[config.mk]
export PLATFORM = sky130hd
export DESIGN_NAME = serial_subtractor
export DESIGN_NICKNAME = d
export VERILOG_FILES = /design/src/rtl/serial_subtractor_pkg.sv /design/src/rtl/serial_subtractor_cell.sv /design/src/rtl/serial_subtractor.sv
export SDC_FILE = /design/constraint.sdc
export NUM_CORES = 1
export LEC_CHECK = 0
export ABC_AREA = 1
export CORE_ASPECT_RATIO = 0.5
export CORE_UTILIZATION = 50
export CTS_BUF_LIST = sky130_fd_sc_hd__clkbuf_8
export DETAILED_ROUTE_END_ITERATION = 10
export PLACE_DENSITY = 0.78
export SYNTH_ARGS = -nofsm -noshare
export SYNTH_HDL_FRONTEND = slang
export SYNTH_SLANG_ARGS = --single-unit
[constraint.sdc]
create_clock -name clk -period 1.2 [get_ports clk]
set_input_delay 0.18 -clock clk [delete_from_list [all_inputs] [get_ports clk]]
set_output_delay 0.18 -clock clk [all_outputs]
set_load 0.005 [all_outputs]
[src/rtl/serial_subtractor_pkg.sv]
// Shared definitions for the bit-serial subtractor: FSM encoding and
// the bit-counter width helper.
package serial_subtractor_pkg;

    typedef enum logic [1:0] {
        ST_IDLE = 2'd0,
        ST_RUN  = 2'd1,
        ST_DONE = 2'd2
    } state_t;

    // Counter only has to reach WIDTH-1, so $clog2(WIDTH) bits suffice.
    function automatic int cnt_w(input int width);
        return (width < 2) ? 1 : $clog2(width);
    endfunction

endpackage

[src/rtl/serial_subtractor_cell.sv]
// Single full-subtractor cell built from gate primitives, laid out like
// the full-adder cell of the adder datapath.
module full_subtractor (
    input  logic a,
    input  logic b,
    input  logic bin,
    output logic diff,
    output logic bout
);

    logic ab_x;
    logic a_n;
    logic ab_xn;
    logic brw_gen;
    logic brw_prop;

    xor u_xor_ab   (ab_x, a, b);
    xor u_xor_d    (diff, ab_x, bin);
    not u_not_a    (a_n, a);
    not u_not_x    (ab_xn, ab_x);
    // Borrow generated when a=0,b=1; propagated when a==b and a borrow came in.
    and u_and_gen  (brw_gen, a_n, b);
    and u_and_prop (brw_prop, ab_xn, bin);
    or  u_or_bout  (bout, brw_gen, brw_prop);

endmodule

[src/rtl/serial_subtractor.sv]
// Bit-serial A - B - Bin engine: LSB first, one bit per clock through a
// single full-subtractor cell, with a start/done handshake.
module serial_subtractor
    import serial_subtractor_pkg::*;
#(
    parameter int WIDTH = 8
) (
    input  logic             clk,
    input  logic             rst_n,
    input  logic             start,
    input  logic [WIDTH-1:0] a,
    input  logic [WIDTH-1:0] b,
    input  logic             bin,
    output logic             busy,
    output logic             done,
    output logic [WIDTH-1:0] diff,
    output logic             bout,
    output logic             ovf
);

    localparam int             CW       = cnt_w(WIDTH);
    localparam logic [CW-1:0]  CNT_LAST = CW'(WIDTH - 1);

    state_t           state_reg;
    state_t           state_next;
    logic [WIDTH-1:0] a_sr_reg;
    logic [WIDTH-1:0] b_sr_reg;
    logic [WIDTH-1:0] r_sr_reg;
    logic             br_reg;
    logic [CW-1:0]    cnt_reg;
    logic             a_msb_reg;
    logic             b_msb_reg;
    logic [WIDTH-1:0] diff_reg;
    logic             bout_reg;
    logic             ovf_reg;
    logic             cell_diff;
    logic             cell_bout;

    full_subtractor u_cell (
        .a    (a_sr_reg[0]),
        .b    (b_sr_reg[0]),
        .bin  (br_reg),
        .diff (cell_diff),
        .bout (cell_bout)
    );

    always_ff @(posedge clk or negedge rst_n) begin
        if (!rst_n) begin
            state_reg <= ST_IDLE;
        end else begin
            state_reg <= state_next;
        end
    end

    always_comb begin
        state_next = state_reg;
        case (state_reg)
            ST_IDLE: if (start) state_next = ST_RUN;
            ST_RUN:  if (cnt_reg == CNT_LAST) state_next = ST_DONE;
            ST_DONE: state_next = ST_IDLE;
            default: state_next = ST_IDLE;
        endcase
    end

    always_ff @(posedge clk or negedge rst_n) begin
        if (!rst_n) begin
            a_sr_reg  <= '0;
            b_sr_reg  <= '0;
            r_sr_reg  <= '0;
            br_reg    <= 1'b0;
            cnt_reg   <= '0;
            a_msb_reg <= 1'b0;
            b_msb_reg <= 1'b0;
            diff_reg  <= '0;
            bout_reg  <= 1'b0;
            ovf_reg   <= 1'b0;
        end else begin
            case (state_reg)
                ST_IDLE: begin
                    if (start) begin
                        a_sr_reg  <= a;
                        b_sr_reg  <= b;
                        br_reg    <= bin;
                        cnt_reg   <= '0;
                        a_msb_reg <= a[WIDTH-1];
                        b_msb_reg <= b[WIDTH-1];
                    end
                end
                ST_RUN: begin
                    br_reg   <= cell_bout;
                    r_sr_reg <= {cell_diff, r_sr_reg[WIDTH-1:1]};
                    a_sr_reg <= {1'b0, a_sr_reg[WIDTH-1:1]};
                    b_sr_reg <= {1'b0, b_sr_reg[WIDTH-1:1]};
                    cnt_reg  <= cnt_reg + 1'b1;
                end
                ST_DONE: begin
                    // r_sr already holds all WIDTH result bits here.
                    diff_reg <= r_sr_reg;
                    bout_reg <= br_reg;
                    ovf_reg  <= (a_msb_reg != b_msb_reg) &&
                                (r_sr_reg[WIDTH-1] != a_msb_reg);
                end
                default: ;
            endcase
        end
    end

    assign busy = (state_reg == ST_RUN);
    assign done = (state_reg == ST_DONE);
    assign diff = diff_reg;
    assign bout = bout_reg;
    assign ovf  = ovf_reg;

endmodule

==> impl_metrics.env <==
export IMPL_status="complete, but fails checks"
export IMPL_violations="negative setup slack"
export IMPL_synth_main_ff_cell="dfrtp_1"
export IMPL_diodes=0
export IMPL_vias_per_cell=5.13
export IMPL_leakage_nw=1.55
export IMPL_netlist_area_um2=2000
export IMPL_initial_utilization_pct=55.2
export IMPL_relSlewSlack_pct=85.1
export IMPL_power_total_mw=7.26
export IMPL_ys_seq_area_share_pct=52.6
export IMPL_cp_required_ps=1400
export IMPL_cpMaxStageDelayCell="dfrtp_2"
export IMPL_tns_ps=-4480
export IMPL_clk_latency_ps=310
export IMPL_grt_max_degree=43
export IMPL_crit_family="buffers and inverters"
export IMPL_power_density_nw_per_um2=2490
export IMPL_worst_path_most_repeated_cell="buf_6"
export IMPL_ys_top_cells_by_count="nand2_1 (59), nand3_1 (49), dfrtp_1 (42), inv_1 (41), o21ai_1 (19)"
export IMPL_ctsLongestPathBuffers=2
export IMPL_die_area_um2=4270
export IMPL_peakVddDrop_uv=1090
export IMPL_nets=317
export IMPL_area_delta_synth_final_pct=46.1
export IMPL_drive_gt1_share_pct=30.8
export IMPL_synth_async_reset_ratio_pct=100
export IMPL_drv_cap=0
export IMPL_worstSetupPathType="reg2reg"
export IMPL_coreArea_um2=3620
export IMPL_final_max_slew_viol_count=0
export IMPL_worst_pin_slew_ps=224
export IMPL_multi_input_area_um2=931
export IMPL_grt_pass1_vias=1639
export IMPL_drt_iter0_markers=85
export IMPL_cts_tree="yes"
export IMPL_clkTransAtPathRegs_ps=90
export IMPL_design_area_um2=2920
export IMPL_synth_area_leaders="dfrtp_1 (53%), nand3_1 (12%), nand2_1 (11%), inv_1 (7.7%), o21ai_1 (4.8%)"
export IMPL_skew_ps=12.0
export IMPL_syn_area_per_cell_um2=8.37
export IMPL_holdCritPathClass="in2async"
export IMPL_ant_nets=0
export IMPL_endpoint_kind="flip-flop"
export IMPL_antenna_found_initial=0
export IMPL_critPathArrivalTime_ps=1590
export IMPL_fillers=196
export IMPL_period_share_pct=116
export IMPL_max_stage_delay_ps=440
export IMPL_finalWeightedCongestion=0.810
export IMPL_synth_edf_count=0
export IMPL_placed_area_um2=2410
export IMPL_rsz0062_at_grt="yes"
export IMPL_worst_slack_ps=-198
export IMPL_ios=32
export IMPL_wl_per_cell_um=15.5
export IMPL_drc_errors=0
export IMPL_routed_via_count=1774
export IMPL_die_height_um=46.7
export IMPL_cts_root_buf="clkbuf_8"
export IMPL_ys_ff_latch=42
export IMPL_synth_top_cell_by_area="dfrtp_1"
export IMPL_overflow=0
export IMPL_crit_path_max_fanout=7
export IMPL_syn_nets=262
export IMPL_whs_ps=358
export IMPL_fin_crit_ps=1400
export IMPL_ff_latch_area_um2=1050
export IMPL_critPathLaunchType="flip-flop"
export IMPL_place_hpwl_um=2550
export IMPL_portBuffers=31
export IMPL_path_buf_inv=4
export IMPL_routed_wl_um=5380
export IMPL_yosysMostFrequentCell="nand2_1"
export IMPL_synthCells=239
export IMPL_cts_sinks=42
export IMPL_yosysWarningCount=0
export IMPL_die_x_um=91.4
export IMPL_core_rowCount=15
export IMPL_grt_first_pass_wirelength_um=8050
export IMPL_cts_htree_levels=2
export IMPL_ys_types=19
export IMPL_fmaxAchievable_ghz=0.716
export IMPL_firstDrtPassIters=5
export IMPL_setup_viol=33
export IMPL_cp_cell_sequence="buf_6, buf_6, buf_6, nand2_8, buf_12, nand2_4, nand3_2, nand2_1"
export IMPL_cts_buffers=5
export IMPL_hold_violations=0
export IMPL_yosysTopAreaCellShare_pct=52.6
export IMPL_grt_usage_pct=26.3
cell type report:
cell class / instances / area share, %
clock inverter: 3 / 0.600
inverter: 44 / 6.17
multi-input combinational: 141 / 31.9
timing repair buffer: 60 / 20.8
tap: 51 / 2.19
clock buffer: 5 / 2.36
sequential: 42 / 36.0
layer usage:
metal	GRT usage [%]	up-vias	wire length (µm)
li1	-	850	-
met1	33.1	818	2240
met2	45.7	76	2480
met3	6.27	30	361
met4	11.4	0	296
met5	0	-	0
per-stage QoR:
step	worst slack (ps)	util, %	cells
CTS	-108	78.2	345
detailed placement	-76.9	66.6	323
global route	-217	80.6	346
finish	-198	80.6	346
floorplan	67.1	-	239
global placement	-43.3	66.6	323
cells in the final DEF, fill, tap and decap left out, types with 2 or more instances in the layout:
master / instances
nand2_4: 9
buf_2: 3
inv_1: 41
clkdlybuf4s50_1: 18
buf_6: 9
ha_1: 2
nand3_2: 20
dlygate4sd2_1: 10
dfrtp_1: 41
clkbuf_8: 5
nand3_1: 29
nand2_8: 2
buf_4: 13
buf_12: 5
o21ai_1: 17
nand2_1: 42
nand2_2: 9
o21ai_2: 2
nor2_4: 4
kinds of logic (layout without fill, tap and decap cells):
group	count (synthesis)	in the layout	share of synthesized area, %
compound gates	22	22	5.57
buf+inv	56	112	13.3
flops	42	42	52.6
simple gates	116	116	26.3
fa+ha+maj	3	3	2.25
timing repair:
item	4_1_cts	5_1_grt
gates resized for setup	64	32
setup endpoints to repair	20	42
setup buffers	11	3
hold buffers	1	0
hold endpoints to repair	42	0
cloned	2	0
pin swaps	11	13
worst paths after layout:
| kind | start | endpoint | slack (ps) | cells after the start |
|---|---|---|---|---|
| max in group asynchronous | rst_n | state_reg[0] | 640 | 3 |
| hold reg to reg | ovf | ovf | 480 | 2 |
| min in group clk | a[7] | a_msb_reg | 460 | 3 |
| setup reg to reg | state_reg[0] | b_sr_reg[0] | -200 | 8 |
| hold / removal | rst_n | b_sr_reg[6] | 360 | 3 |
| setup / recovery | state_reg[0] | b_sr_reg[0] | -200 | 8 |
worst min-delay path, delay by kind of cell:
family,cells,cell delay (ps)
buf+inv,3,860
power breakdown:
part	internal [mW]	leakage, nW	switching (mW)
sequential	2.04	0.526	0.378
clock	0.403	0.0493	0.529
combinational	1.80	0.976	2.11
total	4.25	1.55	3.01
Note: power is estimated with default switching activity, not from simulation.
